File: src/rtl/cpu_pkg.sv
// Shared opcode constants, writeback FSM encoding and opcode classifier.
package cpu_pkg;

  localparam logic [1:0] OP_ALU_HI = 2'b00;
  localparam logic [5:0] OP_LW     = 6'b010000;
  localparam logic [5:0] OP_SW     = 6'b010001;
  localparam logic [5:0] OP_BEQ    = 6'b100000;
  localparam logic [5:0] OP_JMP    = 6'b100001;

  typedef enum logic [2:0] {
    S_IDLE = 3'd0,
    S_MEM  = 3'd1,
    S_WB   = 3'd2,
    S_BR   = 3'd3,
    S_NOP  = 3'd4
  } wb_state_t;

  typedef enum logic [2:0] {
    K_ALU = 3'd0,
    K_LW  = 3'd1,
    K_SW  = 3'd2,
    K_BEQ = 3'd3,
    K_JMP = 3'd4,
    K_NOP = 3'd5
  } op_kind_t;

  function automatic op_kind_t op_kind(input logic [5:0] op);
    op_kind_t k;
    if (op[5:4] == OP_ALU_HI) begin
      k = K_ALU;
    end else begin
      case (op)
        OP_LW:   k = K_LW;
        OP_SW:   k = K_SW;
        OP_BEQ:  k = K_BEQ;
        OP_JMP:  k = K_JMP;
        default: k = K_NOP;
      endcase
    end
    return k;
  endfunction

endpackage

File: src/rtl/writeback_unit_if.sv
// Execute handshake, data-memory bus and register/PC update signals.
interface writeback_unit_if;
  logic        ex_valid;
  logic        ex_ready;
  logic [5:0]  ex_op;
  logic [4:0]  ex_rd;
  logic [31:0] ex_alu;
  logic [31:0] ex_store;
  logic        ex_zero;
  logic        mem_req;
  logic        mem_we;
  logic [31:0] mem_addr;
  logic [31:0] mem_wdata;
  logic [31:0] mem_rdata;
  logic        mem_ack;
  logic        reg_update;
  logic [31:0] reg_i;
  logic [4:0]  reg_dst;
  logic        pc_load;
  logic [31:0] pc_target;
  logic        bus_err;

  modport slave (
    input  ex_valid, ex_op, ex_rd, ex_alu, ex_store, ex_zero, mem_rdata, mem_ack,
    output ex_ready, mem_req, mem_we, mem_addr, mem_wdata,
    output reg_update, reg_i, reg_dst, pc_load, pc_target, bus_err
  );

  modport master (
    output ex_valid, ex_op, ex_rd, ex_alu, ex_store, ex_zero, mem_rdata, mem_ack,
    input  ex_ready, mem_req, mem_we, mem_addr, mem_wdata,
    input  reg_update, reg_i, reg_dst, pc_load, pc_target, bus_err
  );
endinterface

File: src/rtl/wb_mem_port.sv
// Data-memory request/ack handshake with an abort after MEM_TIMEOUT unacked cycles.
module wb_mem_port #(
  parameter int MEM_TIMEOUT = 15
) (
  input  logic        clk,
  input  logic        rst_n,
  input  logic        start,
  input  logic        we,
  input  logic [31:0] addr,
  input  logic [31:0] wdata,
  input  logic        mem_ack,
  input  logic [31:0] mem_rdata,
  output logic        mem_req,
  output logic        mem_we,
  output logic [31:0] mem_addr,
  output logic [31:0] mem_wdata,
  output logic        done,
  output logic [31:0] rdata,
  output logic        timeout
);

  localparam int CW = (MEM_TIMEOUT < 2) ? 1 : $clog2(MEM_TIMEOUT);
  localparam logic [CW-1:0] LAST = CW'(MEM_TIMEOUT - 1);

  logic [CW-1:0] cnt;

  // an ack in the final allowed cycle still completes the access
  assign done    = mem_req && mem_ack;
  assign timeout = mem_req && !mem_ack && (cnt == LAST);
  assign rdata   = mem_rdata;

  // request launch, hold until ack or expiry, count unacked cycles
  always_ff @(posedge clk or negedge rst_n) begin
    if (!rst_n) begin
      mem_req   <= 1'b0;
      mem_we    <= 1'b0;
      mem_addr  <= '0;
      mem_wdata <= '0;
      cnt       <= '0;
    end else if (start) begin
      mem_req   <= 1'b1;
      mem_we    <= we;
      mem_addr  <= addr;
      mem_wdata <= wdata;
      cnt       <= '0;
    end else if (done || timeout) begin
      mem_req   <= 1'b0;
      mem_we    <= 1'b0;
      cnt       <= '0;
    end else if (mem_req) begin
      cnt       <= cnt + CW'(1);
    end
  end

endmodule

File: src/rtl/writeback_unit.sv
// Write-back stage: memory access, register update strobe and PC load.
//
// state  | meaning
// IDLE   | ready for the next retired instruction
// MEM    | data-memory access in flight (LW/SW)
// WB     | register write strobe
// BR     | PC load strobe (taken BEQ or JMP)
// NOP    | unknown opcode consumed, no outputs
module writeback_unit #(
  parameter int MEM_TIMEOUT = 15
) (
  input  logic          clk,
  input  logic          rst_n,
  writeback_unit_if.slave wb
);
  import cpu_pkg::*;

  wb_state_t   state, state_nxt;
  op_kind_t    kind_in, kind_q;
  logic [4:0]  rd_q;
  logic        zero_q;
  logic [31:0] reg_i_q, pc_target_q;
  logic [4:0]  reg_dst_q;
  logic        bus_err_q;
  logic        accept, mem_start, mem_done, mem_timeout;
  logic        ex_ready_c, reg_update_c, pc_load_c;
  logic        mem_req_c, mem_we_c;
  logic [31:0] mem_addr_c, mem_wdata_c, mem_rdata_c;

  assign kind_in = op_kind(wb.ex_op);
  assign accept  = wb.ex_valid && (state == S_IDLE);

  wb_mem_port #(.MEM_TIMEOUT(MEM_TIMEOUT)) u_mem (
    .clk       (clk),
    .rst_n     (rst_n),
    .start     (mem_start),
    .we        (kind_in == K_SW),
    .addr      (wb.ex_alu),
    .wdata     (wb.ex_store),
    .mem_ack   (wb.mem_ack),
    .mem_rdata (wb.mem_rdata),
    .mem_req   (mem_req_c),
    .mem_we    (mem_we_c),
    .mem_addr  (mem_addr_c),
    .mem_wdata (mem_wdata_c),
    .done      (mem_done),
    .rdata     (mem_rdata_c),
    .timeout   (mem_timeout)
  );

  // state register
  always_ff @(posedge clk or negedge rst_n) begin
    if (!rst_n) state <= S_IDLE;
    else        state <= state_nxt;
  end

  // next-state decision
  always_comb begin
    state_nxt = state;
    case (state)
      S_IDLE: begin
        if (accept) begin
          case (kind_in)
            K_ALU:       state_nxt = S_WB;
            K_LW, K_SW:  state_nxt = S_MEM;
            K_BEQ, K_JMP: state_nxt = S_BR;
            default:     state_nxt = S_NOP;
          endcase
        end
      end
      S_MEM: begin
        if (mem_done)         state_nxt = (kind_q == K_LW) ? S_WB : S_IDLE;
        else if (mem_timeout) state_nxt = S_IDLE;
      end
      default: state_nxt = S_IDLE;
    endcase
  end

  // strobes decoded from state
  always_comb begin
    ex_ready_c   = 1'b0;
    reg_update_c = 1'b0;
    pc_load_c    = 1'b0;
    mem_start    = 1'b0;
    case (state)
      S_IDLE: begin
        ex_ready_c = 1'b1;
        mem_start  = wb.ex_valid && ((kind_in == K_LW) || (kind_in == K_SW));
      end
      S_WB:    reg_update_c = 1'b1;
      S_BR:    pc_load_c    = (kind_q == K_JMP) || zero_q;
      default: ;
    endcase
  end

  // instruction latch and held data outputs; outputs only move when their strobe follows
  always_ff @(posedge clk or negedge rst_n) begin
    if (!rst_n) begin
      kind_q      <= K_ALU;
      rd_q        <= '0;
      zero_q      <= 1'b0;
      reg_i_q     <= '0;
      reg_dst_q   <= '0;
      pc_target_q <= '0;
      bus_err_q   <= 1'b0;
    end else begin
      bus_err_q <= mem_timeout;
      if (accept) begin
        kind_q <= kind_in;
        rd_q   <= wb.ex_rd;
        zero_q <= wb.ex_zero;
        if (kind_in == K_ALU) begin
          reg_i_q   <= wb.ex_alu;
          reg_dst_q <= wb.ex_rd;
        end
        if ((kind_in == K_JMP) || ((kind_in == K_BEQ) && wb.ex_zero)) begin
          pc_target_q <= wb.ex_alu;
        end
      end
      if ((state == S_MEM) && mem_done && (kind_q == K_LW)) begin
        reg_i_q   <= mem_rdata_c;
        reg_dst_q <= rd_q;
      end
    end
  end

  assign wb.ex_ready   = ex_ready_c;
  assign wb.mem_req    = mem_req_c;
  assign wb.mem_we     = mem_we_c;
  assign wb.mem_addr   = mem_addr_c;
  assign wb.mem_wdata  = mem_wdata_c;
  assign wb.reg_update = reg_update_c;
  assign wb.reg_i      = reg_i_q;
  assign wb.reg_dst    = reg_dst_q;
  assign wb.pc_load    = pc_load_c;
  assign wb.pc_target  = pc_target_q;
  assign wb.bus_err    = bus_err_q;

endmodule
File: src/flat_wrapper.sv
// flat-port wrapper written by rule: the top's interface ports become plain ports
module writeback_unit_flat import cpu_pkg::*;
#(
  parameter int MEM_TIMEOUT = 15
)
  (clk, rst_n, wb_ex_valid, wb_ex_op, wb_ex_rd, wb_ex_alu, wb_ex_store, wb_ex_zero, wb_mem_rdata, wb_mem_ack, wb_ex_ready, wb_mem_req, wb_mem_we, wb_mem_addr, wb_mem_wdata, wb_reg_update, wb_reg_i, wb_reg_dst, wb_pc_load, wb_pc_target, wb_bus_err);
  writeback_unit_if wb_i ();
  input  logic clk;
  input  logic rst_n;
  input wire logic [$bits(wb_i.ex_valid)-1:0] wb_ex_valid;
  input wire logic [$bits(wb_i.ex_op)-1:0] wb_ex_op;
  input wire logic [$bits(wb_i.ex_rd)-1:0] wb_ex_rd;
  input wire logic [$bits(wb_i.ex_alu)-1:0] wb_ex_alu;
  input wire logic [$bits(wb_i.ex_store)-1:0] wb_ex_store;
  input wire logic [$bits(wb_i.ex_zero)-1:0] wb_ex_zero;
  input wire logic [$bits(wb_i.mem_rdata)-1:0] wb_mem_rdata;
  input wire logic [$bits(wb_i.mem_ack)-1:0] wb_mem_ack;
  output wire logic [$bits(wb_i.ex_ready)-1:0] wb_ex_ready;
  output wire logic [$bits(wb_i.mem_req)-1:0] wb_mem_req;
  output wire logic [$bits(wb_i.mem_we)-1:0] wb_mem_we;
  output wire logic [$bits(wb_i.mem_addr)-1:0] wb_mem_addr;
  output wire logic [$bits(wb_i.mem_wdata)-1:0] wb_mem_wdata;
  output wire logic [$bits(wb_i.reg_update)-1:0] wb_reg_update;
  output wire logic [$bits(wb_i.reg_i)-1:0] wb_reg_i;
  output wire logic [$bits(wb_i.reg_dst)-1:0] wb_reg_dst;
  output wire logic [$bits(wb_i.pc_load)-1:0] wb_pc_load;
  output wire logic [$bits(wb_i.pc_target)-1:0] wb_pc_target;
  output wire logic [$bits(wb_i.bus_err)-1:0] wb_bus_err;
  assign wb_i.ex_valid = wb_ex_valid;
  assign wb_i.ex_op = wb_ex_op;
  assign wb_i.ex_rd = wb_ex_rd;
  assign wb_i.ex_alu = wb_ex_alu;
  assign wb_i.ex_store = wb_ex_store;
  assign wb_i.ex_zero = wb_ex_zero;
  assign wb_i.mem_rdata = wb_mem_rdata;
  assign wb_i.mem_ack = wb_mem_ack;
  assign wb_ex_ready = wb_i.ex_ready;
  assign wb_mem_req = wb_i.mem_req;
  assign wb_mem_we = wb_i.mem_we;
  assign wb_mem_addr = wb_i.mem_addr;
  assign wb_mem_wdata = wb_i.mem_wdata;
  assign wb_reg_update = wb_i.reg_update;
  assign wb_reg_i = wb_i.reg_i;
  assign wb_reg_dst = wb_i.reg_dst;
  assign wb_pc_load = wb_i.pc_load;
  assign wb_pc_target = wb_i.pc_target;
  assign wb_bus_err = wb_i.bus_err;
  writeback_unit #(.MEM_TIMEOUT(MEM_TIMEOUT)) u_core (.clk(clk), .rst_n(rst_n), .wb(wb_i));
endmodule
File: config.mk
export PLATFORM = sky130hd
export DESIGN_NAME = writeback_unit_flat
export DESIGN_NICKNAME = d
export VERILOG_FILES = /design/src/rtl/cpu_pkg.sv /design/src/rtl/writeback_unit_if.sv /design/src/rtl/wb_mem_port.sv /design/src/rtl/writeback_unit.sv /design/src/flat_wrapper.sv
export SDC_FILE = /design/constraint.sdc
export NUM_CORES = 1
export LEC_CHECK = 0
export ABC_CLOCK_PERIOD_IN_PS = 5200
export BUFFER_PORTS_ARGS = -buffer_cell sky130_fd_sc_hd__buf_2
export CAP_MARGIN = 5
export CELL_PAD_IN_SITES_DETAIL_PLACEMENT = 1
export CELL_PAD_IN_SITES_GLOBAL_PLACEMENT = 2
export CORE_UTILIZATION = 31
export DETAILED_ROUTE_END_ITERATION = 6
export PLACE_DENSITY = 0.88
export SETUP_SLACK_MARGIN = 0.05
export SLEW_MARGIN = 5
export SYNTH_ARGS = -nofsm -noshare
export SYNTH_HDL_FRONTEND = slang
export SYNTH_SLANG_ARGS = --single-unit
export TNS_END_PERCENT = 10
File: constraint.sdc
create_clock -name clk -period 5.2 [get_ports clk]
set_input_delay 0.52 -clock clk [delete_from_list [all_inputs] [get_ports clk]]
set_output_delay 0.52 -clock clk [all_outputs]
set_load 0.03 [all_outputs]
==> results.cfg, run 1 <==
[die]
rows = 51
dieWidth_um = 144
core_um2 = 19700
dieArea_um2 = 20800
start_util_pct = 31.9
io_pins = 251
fp.dieH_um = 144

[detailed_routing]
wire_per_inst_um = 15.9
wl_met3_um = 1020
route.detailed.drc = 0
wl_um = 18000
top_layer_used = met4
met2_length_um = 8500
ant_nets = 0
viasPerCell = 4.57
drt-initial-drc-count = 219
vias = 5173
drt-met1-wl_um = 8230
dr.pass1.iters = 4

[power_and_ir_drop]
p_leak_nw = 4.72
p_clk_share_pct = 32.3
power.density_nw_per_um2 = 469
power_frac_comb_pct = 27.8
switchingPower_mw = 1.37
swShare_pct = 35.0
p_int_mw = 2.54
pwr-share-seq_pct = 39.9
total_power_mw = 3.91
max-vdd-ir-drop_mv = 0.214

[logic_synthesis]
ys.warnings.count = 0
synth_top_area_share_pct = 60.7
yosys-top-cells-area = dfrtp_1, nand2_1, mux2i_1
synth-xor-area-share_pct = 0
syn_area_per_cell_um2 = 10.2
syn_nets = 727
yosysSeqAreaShare_pct = 60.7
yosys-mux-area-fraction_pct = 11.8
synth.most_common_cell = nand2_1
synth_top_family_by_area = simple AND/OR/NAND/NOR gates
synthSimpleGateAreaFrac_pct = 19.2
yosysTopAreaCell = dfrtp_1
ys_ff_latch = 152
synth_compound_area_share_pct = 4.95
synth-edff-count = 0
synth_async_sr_flop_share_pct = 100
syn_inst = 613
ys.flop_type = dfrtp_1
netlist_area_um2 = 6270
synthAdderAreaFrac_pct = 0.399
yosysUniqueCellTypes = 34
synth_common_cells = nand2_1, dfrtp_1, o21ai_0

[clock_tree]
post_cts_buffers = 0
cts_tree = done
cts_resized = 0
numCtsBuffers = 17
ctsHoldBuffers = 0
cts_root_buffer = clkbuf_16
h-tree-depth = 4
clk_path_buf_depth = 2
clock-sinks = 152
clk_pin_slew_ns = 0.06
clock_latency_ns = 0.42

[finish]
nets = 969
layout-drive-gt1-share_pct = 37.0
fillers = 2298
syn_to_final_growth_pct = 33.2

[worst_setup_path]
end_kind = flop
path_delay_family = simple AND/OR/NAND/NOR gates
critPathSlowestCell = nand3_2
critPathRequiredTime_ns = 5.50
crit_type = flop to flop
crit_path_start_kind = flop
cp_data_arrival_time_ns = 3.07
crit_top_cell = nand2_1
crit_buf_inv = 1
slowest_delay_ns = 0.78
worstPathMaxFanout = 34
path_cells = nor4b_4 -> nand3_2 -> buf_4 -> nand2_1 -> nand2_1

[sta]
finalHoldViolations = 0
fin_skew_ns = 0.0108
tightestPinTransition_ns = 0.832
grt_setup_unrepaired = no
period_minus_slack_ns = 2.76
fin_crit_sh_pct = 53.1
fmax_mhz = 362
maxSlewViolCount = 0
setup_viol = 0
setup_tns_ns = 0
max-slew-margin-rel_pct = 44.5

[grt]
grt_overflow = 0
antenna_found_initial = 1
grt_pass1_wl_um = 28300
grt_max_degree = 75
grt_pass1_vias = 5231
grt_usage_pct = 17.8

[placement]
portBuffers = 250
place_hpwl_um = 12700
gp_congestion = 0.734

[run_status]
status = finished, final reports clean

[min_path]
hold_class = input port to async pin

[run]
cap_violations = 0
power by group through the flow:
stage | logic [mW] | registers (mW) | clock network (mW)
2_1_floorplan | 0.247 | 2.02 | 0
3_3_place_gp | 1.08 | 1.57 | 0
3_5_place_dp | 1.10 | 1.58 | 0
4_1_cts | 1.10 | 1.56 | 1.29
5_1_grt | 1.18 | 1.60 | 1.34
6_report | 1.09 | 1.56 | 1.26
layout make-up:
type	instances	area (um2)	area share (%)
sequential	152	3800	45.6
multi-input combinational	423	2290	27.4
timing repair buffer	257	1310	15.7
clock buffer	23	478	5.72
tap	265	332	3.97
clock inverter	8	119	1.42
inverter	4	15.0	0.180
antenna	1	2.50	0.0300
sequential cells by signal, indices dropped and copies added (netlist names):
signal	flops
u_core.wb.pc_target	32
u_core.u_mem.mem_we	1
u_core.wb.reg_dst	5
u_core.wb.reg_i	32
u_core.u_mem.cnt	4
u_core.rd_q	5
u_core.kind_q	3
u_core.u_mem.mem_req	1
u_core.zero_q	1
u_core.state	3
u_core.wb.bus_err	1
u_core.u_mem.mem_addr	32
u_core.u_mem.mem_wdata	32
per-stage QoR:
step	area [um2]	util, %	hold slack [ns]	setup WS (ns)	std cells
after floorplan	6270	-	0.224	3.05	613
after global placement	7750	39.4	0.444	2.26	1101
after detailed placement	7750	39.4	0.450	2.27	1101
after CTS	8350	42.5	0.0724	2.36	1132
after global routing	8350	42.5	0.0861	2.13	1133
final	8350	42.5	0.0533	2.44	1133
placed cells by master (no fill, tap or decap), types with 2 or more instances in the layout:
cell type | netlist | routed
a21oi_1 | 7 | 7
clkbuf_8 | 0 | 3
clkbuf_16 | 0 | 17
nand2_1 | 256 | 256
or3_1 | 2 | 2
dfrtp_1 | 152 | 152
nand2_2 | 2 | 2
ha_1 | 2 | 2
nor2_1 | 11 | 11
mux2i_1 | 37 | 37
a31oi_1 | 2 | 2
clkinv_2 | 0 | 4
nor4bb_1 | 2 | 2
buf_2 | 12 | 249
mux2_2 | 29 | 29
nor3_1 | 6 | 6
mux2_1 | 4 | 4
o21ai_0 | 41 | 41
buf_4 | 0 | 7
nand3b_1 | 2 | 2
inv_1 | 4 | 4
bufinv_16 | 0 | 3
clkbuf_1 | 19 | 3
a2bb2oi_1 | 2 | 2
nand2b_1 | 3 | 3
metal layers:
| metal | global-route usage (%) | vias up |
|---|---|---|
| met4 | 5.43 | 0 |
| met5 | 0 | - |
| li1 | - | 2487 |
| met1 | 23.5 | 2525 |
| met3 | 4.67 | 17 |
| met2 | 28.4 | 144 |
cell families after synthesis:
kind of cell	count (synthesis)
AND/OR/NAND/NOR	294
flip-flops	152
AO/OA/AOI/OAI	57
buffers and inverters	38
multiplexers	70
adder cells (fa/ha/maj)	2
final timing paths:
kind	startpoint	end	slack, ns	depth (start not counted)
min in group clk	wb_ex_store[28]	u_core.u_mem.mem_wdata[28]	0.29	3
min	rst_n	u_core.wb.pc_target[19]	0.05	1
max reg2reg	u_core.state[2]	u_core.u_mem.mem_wdata[5]	2.44	5
max in group asynchronous	rst_n	u_core.wb.pc_target[14]	3.88	2
max	u_core.state[2]	u_core.u_mem.mem_wdata[5]	2.44	5
min reg2reg	u_core.u_mem.mem_addr[13]	u_core.u_mem.mem_addr[13]	0.46	2
No activity file was read; power rests on OpenSTA's default activity.
==> run 2: changes to the inputs <==
ABC_CLOCK_PERIOD_IN_PS = 2350   (was 5200)
CORE_UTILIZATION = 26   (was 31)
PLACE_DENSITY = 0.79   (was 0.88)
clock period = 2.35 ns   (was 5.2 ns; I/O delays follow)
==> run 2 against run 1 <==
  * Non-clock buffer count up 39
  * Cell area is 6.3% higher
  * Sequential share of layout area is 2.7 points lower
  * Power rose by 130%
  * Combinational power rose by 130%
==> results.cfg, run 2 (same netlist as run 1, synthesis figures left out) <==
[worst_setup_path]
crit_path_start_kind = flop
path_cells = nor4b_4 -> nand2_2 -> nor3_4 -> buf_4 -> mux2_2
cp_data_arrival_time_ns = 2.39
critPathSlowestCell = nor4b_4
critPathRequiredTime_ns = 2.65
slowest_delay_ns = 0.50
end_kind = flop
crit_type = flop to flop
worstPathMaxFanout = 10

[sta]
fin_crit_sh_pct = 88.8
tightestPinTransition_ns = 0.603
setup_viol = 0
finalHoldViolations = 0
fin_skew_ns = 0.00797
fmax_mhz = 479
maxSlewViolCount = 0
max-slew-margin-rel_pct = 59.7
grt_setup_unrepaired = no
worst_slack_ns = 0.263
period_minus_slack_ns = 2.09
setup_tns_ns = 0

[clock_tree]
clock-sinks = 152
clock_latency_ns = 0.42
cts_root_buffer = clkbuf_16
cts_resized = 0
h-tree-depth = 4
numCtsBuffers = 17
cts_tree = done
clk_pin_slew_ns = 0.06
clk_path_buf_depth = 2

[finish]
layout-drive-gt1-share_pct = 36.5
final_cell_mix = nand2_1, buf_2, dfrtp_1, o21ai_0, mux2i_1
fin_cells = 1225
nets = 1008
diodes = 0
final_common_cell = nand2_1
syn_to_final_growth_pct = 41.6

[power_and_ir_drop]
total_power_mw = 8.96
power.density_nw_per_um2 = 1010
max-vdd-ir-drop_mv = 0.425
p_leak_nw = 4.91

[placement]
place_hpwl_um = 13500
preCtsSetupSlack_ns = 0.296
gp_congestion = 0.745
post-place-cells = 1164
portBuffers = 250

[detailed_routing]
route.detailed.drc = 0
vias = 5276
ant_nets = 0
dr.pass1.iters = 4
wire_per_inst_um = 15.5
viasPerCell = 4.31
drt-initial-drc-count = 208
wl_um = 19000

[grt]
grt_usage_pct = 15.9
grt_overflow = 0
grt_pass1_vias = 5479
antenna_found_initial = 1
grt_max_degree = 55
grt_pass1_wl_um = 29900

[die]
dieArea_um2 = 24700
core_um2 = 23500
dieWidth_um = 157
fp.dieH_um = 157
io_pins = 251
start_util_pct = 26.6
rows = 56

[min_path]
hold_class = input port to flop

[run_status]
status = finished, final reports clean

[run]
cap_violations = 0
run 2: cell types whose count changed in the layout (fill, tap and decap cells not counted), sizes merged:
cell,delta
buf,+9
bufinv,+2
clkbuf,-2
clkinv,-3
clkinvlp,+2
diode,-1
dlygate4sd3,+30
inv,+1
run 2: layout make-up:
class | instances | area (um2)
fill | 2761 | 14700
tap | 319 | 399
clock inverter | 10 | 191
inverter | 4 | 15.0
timing repair buffer | 296 | 1720
sequential | 152 | 3800
multi-input combinational | 423 | 2290
clock buffer | 21 | 460
run 2: final timing paths:
check | from | endpoint | slack (ns) | cells past startpoint
setup / recovery | u_core.state[2] | u_core.wb.pc_target[28] | 0.26 | 5
hold / removal | wb_ex_store[20] | u_core.u_mem.mem_wdata[20] | 0.02 | 3
setup reg to reg | u_core.state[2] | u_core.wb.pc_target[28] | 0.26 | 5
hold reg to reg | u_core.u_mem.mem_wdata[21] | u_core.u_mem.mem_wdata[21] | 0.46 | 2
max in group asynchronous | rst_n | u_core.wb.pc_target[13] | 1.25 | 3
min in group asynchronous | rst_n | u_core.u_mem.mem_wdata[25] | 0.33 | 2
run 2: report_power, final:
group / switching, mW / leakage, nW / internal (mW) / total [mW]
combinational: 1.71 / 2.66 / 0.765 / 2.47
sequential: 0.280 / 1.95 / 3.16 / 3.44
clock: 1.10 / 0.310 / 1.95 / 3.05
total: 3.09 / 4.91 / 5.87 / 8.96
run 2: per-stage QoR:
step | cell area (um2) | util, % | hold WS (ns)
after floorplan | 6270 | - | -0.0606
after global placement | 7920 | 33.7 | 0.230
after detailed placement | 7920 | 33.7 | 0.229
after CTS | 8870 | 37.7 | 0.0000359
after global routing | 8870 | 37.7 | 0.00878
final | 8870 | 37.7 | 0.0209
run 2: layer usage:
metal	track usage, %	wire, um
met5	0	10
met4	5.46	380
met3	4.57	1160
met2	26.9	9500
met1	19.2	7990
run 2: worst max-delay path, delay by kind of cell, from the launching register on:
kind,cells,cell delay [ns]
multiplexers,1,0.35
AND/OR/NAND/NOR,3,0.90
buffers and inverters,1,0.25
flip-flops,1,0.47
run 2: timing repair:
item / 4_1_cts / 5_1_grt
setup buffers: 0 / 0
hold endpoints to repair: 79 / 0
hold buffers: 30 / 0
setup endpoints to repair: 0 / 0
